$ cat config.mk
export PLATFORM = sky130hd
export DESIGN_NAME = spi_rx_carga
export DESIGN_NICKNAME = d
export VERILOG_FILES = /design/src/rtl/spi_rx_pkg.sv /design/src/rtl/spi_rx_sincronizador.sv /design/src/rtl/spi_rx_carga.sv
export SDC_FILE = /design/constraint.sdc
export NUM_CORES = 1
export LEC_CHECK = 0
export ABC_AREA = 1
export CAP_MARGIN = 25
export CORE_ASPECT_RATIO = 0.7
export CORE_MARGIN = 2
export CORE_UTILIZATION = 60
export DETAILED_ROUTE_END_ITERATION = 16
export PLACE_DENSITY = 0.78
export REMOVE_ABC_BUFFERS = 1
export SLEW_MARGIN = 20
export SYNTH_ARGS = -nofsm -noshare
export SYNTH_HDL_FRONTEND = slang
export SYNTH_SLANG_ARGS = --single-unit
export TNS_END_PERCENT = 5
$ cat constraint.sdc
create_clock -name clk -period 2.3 [get_ports clk]
set_input_delay 0.23 -clock clk [delete_from_list [all_inputs] [get_ports clk]]
set_output_delay 0.23 -clock clk [all_outputs]
set_load 0.02 [all_outputs]
$ cat src/rtl/spi_rx_pkg.sv
// Shared types and constants for the SPI load-command receiver.
// Latency: none (declarations only).
// Backpressure: none.
package spi_rx_pkg;

    typedef enum logic [1:0] {
        IDLE,
        CHECK,
        ARRANCA,
        ESPERA
    } estado_t;

    localparam logic [3:0] TRAMA_BITS    = 4'd8;
    localparam logic [3:0] CMD_CARGA_DEF = 4'hA;

endpackage

$ cat src/rtl/spi_rx_sincronizador.sv
// Multi-flop synchronizer for one asynchronous input, with edge strobes.
// Latency: SYNC_STAGES clk cycles to q; sube/baja are combinational on q.
// Backpressure: none; edges are one-cycle strobes.
module spi_rx_sincronizador #(
    parameter int SYNC_STAGES = 2
) (
    input  logic clk,
    input  logic rst,
    input  logic d,
    output logic q,
    output logic sube,
    output logic baja
);

    logic [SYNC_STAGES-1:0] cadena;
    logic                   previo;

    // Chain resets low so a line already low at reset release never fakes a falling edge.
    always_ff @(posedge clk or posedge rst) begin
        if (rst) begin
            cadena <= '0;
            previo <= 1'b0;
        end else begin
            cadena <= {cadena[SYNC_STAGES-2:0], d};
            previo <= cadena[SYNC_STAGES-1];
        end
    end

    assign q    = cadena[SYNC_STAGES-1];
    assign sube = q & ~previo;
    assign baja = ~q & previo;

endmodule

$ cat src/rtl/spi_rx_carga.sv
// SPI mode-0 slave that validates 8-bit load frames and starts the countdown counter.
// Latency: cs_n rise to inicio is SYNC_STAGES+3 clk; rejection flagged after SYNC_STAGES+2.
// Backpressure: frames arriving while ocupado are dropped and flagged; SPI_RX_PARIDAD_EN adds even parity.
module spi_rx_carga
    import spi_rx_pkg::*;
#(
    parameter int         SYNC_STAGES = 2,
    parameter logic [3:0] CMD_CARGA   = CMD_CARGA_DEF
) (
    input  logic       clk,
    input  logic       rst,
    input  logic       sclk,
    input  logic       cs_n,
    input  logic       mosi,
    input  logic       fin,
    output logic [3:0] datos,
    output logic       inicio,
    output logic       ocupado,
    output logic       error_trama
);

    logic sclk_nivel, sclk_sube, sclk_baja;
    logic cs_nivel, cs_sube, cs_baja;
    logic [SYNC_STAGES-1:0] mosi_cadena;
    logic mosi_s;
    logic unused_ok;

    spi_rx_sincronizador #(.SYNC_STAGES(SYNC_STAGES)) u_sync_sclk (
        .clk  (clk),
        .rst  (rst),
        .d    (sclk),
        .q    (sclk_nivel),
        .sube (sclk_sube),
        .baja (sclk_baja)
    );

    spi_rx_sincronizador #(.SYNC_STAGES(SYNC_STAGES)) u_sync_cs (
        .clk  (clk),
        .rst  (rst),
        .d    (cs_n),
        .q    (cs_nivel),
        .sube (cs_sube),
        .baja (cs_baja)
    );

    always_ff @(posedge clk or posedge rst) begin
        if (rst) begin
            mosi_cadena <= '0;
        end else begin
            mosi_cadena <= {mosi_cadena[SYNC_STAGES-2:0], mosi};
        end
    end

    assign mosi_s    = mosi_cadena[SYNC_STAGES-1];
    assign unused_ok = ^{sclk_nivel, sclk_baja};

    logic [7:0] rx_byte;
    logic [3:0] bitcnt;
    logic       activo;
    logic       trama_lista;

    // activo only sets on a real falling edge, so a frame cut by reset is ignored to its end.
    always_ff @(posedge clk or posedge rst) begin
        if (rst) begin
            rx_byte     <= '0;
            bitcnt      <= '0;
            activo      <= 1'b0;
            trama_lista <= 1'b0;
        end else begin
            trama_lista <= cs_sube & activo;
            if (cs_baja) begin
                rx_byte <= '0;
                bitcnt  <= '0;
                activo  <= 1'b1;
            end else if (cs_sube) begin
                activo  <= 1'b0;
            end else if (sclk_sube && activo && !cs_nivel) begin
                rx_byte <= {rx_byte[6:0], mosi_s};
                if (bitcnt != 4'hF) begin
                    bitcnt <= bitcnt + 4'd1;
                end
            end
        end
    end

    logic cmd_ok;
    logic trama_ok;

`ifdef SPI_RX_PARIDAD_EN
    assign cmd_ok = (rx_byte[7:5] == CMD_CARGA[3:1]) && !(^rx_byte);
`else
    assign cmd_ok = (rx_byte[7:4] == CMD_CARGA);
`endif

    assign trama_ok = (bitcnt == TRAMA_BITS) && cmd_ok && (rx_byte[3:0] != 4'h0);

    estado_t    estado, estado_sig;
    logic       valida;
    logic [3:0] valor;

    always_ff @(posedge clk or posedge rst) begin
        if (rst) begin
            estado <= IDLE;
        end else begin
            estado <= estado_sig;
        end
    end

    always_comb begin
        estado_sig = estado;
        case (estado)
            IDLE:    if (trama_lista) estado_sig = CHECK;
            CHECK:   estado_sig = valida ? ARRANCA : IDLE;
            ARRANCA: estado_sig = ESPERA;
            ESPERA:  if (fin) estado_sig = IDLE;
            default: estado_sig = IDLE;
        endcase
    end

    // Verdict is latched with the frame; any frame not landing in IDLE is a busy reject.
    always_ff @(posedge clk or posedge rst) begin
        if (rst) begin
            valida      <= 1'b0;
            valor       <= '0;
            datos       <= '0;
            error_trama <= 1'b0;
        end else begin
            if (trama_lista) begin
                valida <= trama_ok;
                valor  <= rx_byte[3:0];
            end
            if (estado == CHECK && valida) begin
                datos <= valor;
            end
            if (cs_baja) begin
                error_trama <= 1'b0;
            end else if (trama_lista && (estado != IDLE || !trama_ok)) begin
                error_trama <= 1'b1;
            end
        end
    end

    assign inicio  = (estado == ARRANCA);
    assign ocupado = (estado == ARRANCA) || (estado == ESPERA);

endmodule

==> metrics.cfg <==
[logic_synthesis]
synthDistinctLibCells=19
ys_seq_elements=34
ys_warn_count=0
synth_top_family_by_area=simple AND/OR/NAND/NOR gates
netlist_area_sq_mm=0.00148
synth-xor-area-share_pct=0.591
muxShareOfSynthArea_pct=0
synthAdderAreaFrac_pct=4.22
yosysMostFrequentCell=nand2_1
yosys-top-cells-area=dfrtp_1 57%, nand2_1 11%, inv_1 5.3%
synthFlopType=dfrtp_1
synthArstFlopShare_pct=100
synth-compound-area-share_pct=9.29
synth_top_area_share_pct=57.4
ys_seq_area_share_pct=57.4
synth_edf_count=0
synth.avg_cell_area_sq_um=9.38
syn-instance-count=158
synth_top_cells_by_count=45 x nand2_1, 34 x dfrtp_1, 21 x inv_1
yosys.area.top_type=dfrtp_1
yosys.area_share.simple_pct=20.7

[clock_tree]
post_cts_buffers=0
cts_buffers=5
clk_latency_ps=340
cts-resized-gates=0
clockRootBuffer=clkbuf_4
ctsHtreeMaxLevel=2
cts_tree=built
clockBufferDepth=2
cts_sinks=34
clk_pin_slew_ps=100
ctsHoldBuffers=0

[timing]
max_clock_freq_mhz=584
fin_skew_ps=6.07
drv_slew=0
relSlewSlack_pct=72.2
period_share_pct=74.4
setup_viol_count_final=0
fin_hold_ws_ps=279
fin_crit_ps=1710
fin_tns_setup_ps=0
worst_slew_pin_slew_ps=417
finalHoldViolations=0
rsz0062_at_grt=no

[placement]
dpl.cell_count=201
port_buffers=12
globalplace.congestion=0.880
place_hpwl_mm=1.73

[critical_path]
ff2ff_setup_slack_ps=660
start_kind=flop
worst-path-buf-inv=2
critPathMaxStageDelay_ps=600
critPathKind=flop to output port
crit_required_ps=2070
critical_path.endpoint_type=output port
critPathTopFamily=buffers and inverters
crit_arrival_ps=1480
cp_max_fo=3
worstPathCellList=inv_1 > nor2_1 > clkdlybuf4s50_1
critPathSlowestCell=clkdlybuf4s50_1

[grt]
grt_pass1_wl_mm=4.16
grt_use_total_pct=19.9
first_global_vias=955
grt-ovfl-total=0
grt_max_degree=35
antenna_found_initial=0

[drt]
drtIter0Drc=55
drc=0
ant_nets=0
dr.pass1.iters=4
vias=1042
vias_per_cell=4.99
totalWireLength_mm=2.46
wl_per_cell_um=11.8

[status]
outcome=finished clean

[floorplan]
start_util_pct=61.7
design.core.area_sq_mm=0.00240
die_w_um=63.4
io_pins=13
dieHeight_um=45.6
num_rows=15
dieArea_sq_mm=0.00289

[finish]
areaGrowthSynthToFinish_pct=16.8
layout.nets=185
fillCellCount=182
n_antenna_cell=0
final_layout_size_suffix_gt1_share_pct=13.7
fin_cells=209

[pwr]
p_comb_share_pct=24.7
p_per_area_mw_per_mm2=1070
p_int_mw=1.29
max-vdd-ir-drop_v=0.000605
pwr-share-seq_pct=44.3
total_leakage_power_nw=0.838
switching_share_pct=30.4
p_switching_mw=0.565
pwr-share-clk_pct=31.0
power_mw=1.86

[min_path]
holdCritPathClass=input port to asynchronous set/reset pin

[run]
max_cap_violations=0

cell usage in the layout, fill, tap and decap left out, types with 5 or more instances in the layout:
cell type	n
clkbuf_4	5
o21ai_0	9
dfrtp_1	34
nand2_1	45
clkdlybuf4s50_1	12
inv_1	21
nand3_1	6
nor2_1	11
ha_1	5
o21ai_2	8
area by class of cell:
cell class | count | area [sq um] | area share (%)
Inverter | 22 | 82.6 | 4.77
Tap cell | 34 | 42.5 | 2.46
Sequential cell | 34 | 851 | 49.2
Clock inverter | 2 | 60.1 | 3.47
Clock buffer | 6 | 51.3 | 2.96
Multi-Input combinational cell | 98 | 515 | 29.8
Timing Repair Buffer | 13 | 128 | 7.38
power by group through the flow:
stage | clock network [mW] | logic, mW | registers (mW)
floorplan | 0 | 0.247 | 0.864
global placement | 0 | 0.440 | 0.827
detailed placement | 0 | 0.460 | 0.835
CTS | 0.583 | 0.464 | 0.822
global route | 0.612 | 0.510 | 0.841
finish | 0.576 | 0.458 | 0.823
metrics by stage:
step	area [sq um]	utilization (%)	worst slack, ps
floorplan	1450	-	921
global placement	1620	67.4	827
detailed placement	1620	67.4	711
CTS	1730	72.0	579
global route	1730	72.0	525
finish	1730	72.0	588
worst min-delay path: cells and delay by family:
kind	cells	cell delay, ps
buf+inv	3	820
state kept, by name, indices dropped and copies added (netlist names), named ones only:
register	cells
activo	1
bitcnt	4
datos	4
error_trama	1
estado	1
mosi_cadena	2
rx_byte	8
trama_lista	1
u_sync_cs.cadena	2
u_sync_cs.previo	1
u_sync_sclk.cadena	2
u_sync_sclk.previo	1
valida	1
valor	4
per-layer routing:
| metal | GRT usage (%) | wire length, um | part of all wire [%] | vias up |
|---|---|---|---|---|
| met1 | 25.2 | 1140 | 46 | 482 |
| met3 | 5.45 | 132 | 5.4 | 7 |
| met5 | 0 | 0 | 0 | - |
| li1 | - | - | - | 519 |
| met2 | 31.6 | 1130 | 46 | 34 |
| met4 | 11.7 | 50 | 2.0 | 0 |
logic make-up after synthesis:
| family | after synthesis |
|---|---|
| simple gates | 71 |
| flops | 34 |
| buf+inv | 26 |
| compound gates | 21 |
| fa+ha+maj | 5 |
| xor+xnor | 1 |
path summary, 6_finish.rpt:
path / to / start / depth (start not counted)
hold / removal: u_sync_sclk.cadena[1] / rst / 3
hold reg to reg: u_sync_cs.cadena[1] / u_sync_cs.cadena[0] / 0
max in group asynchronous: rx_byte[5] / rst / 3
min in group clk: u_sync_cs.cadena[0] / cs_n / 1
setup reg to reg: bitcnt[2] / u_sync_cs.cadena[1] / 7
setup / recovery: inicio / flop / 3
Power figures use the tool's default switching activity.
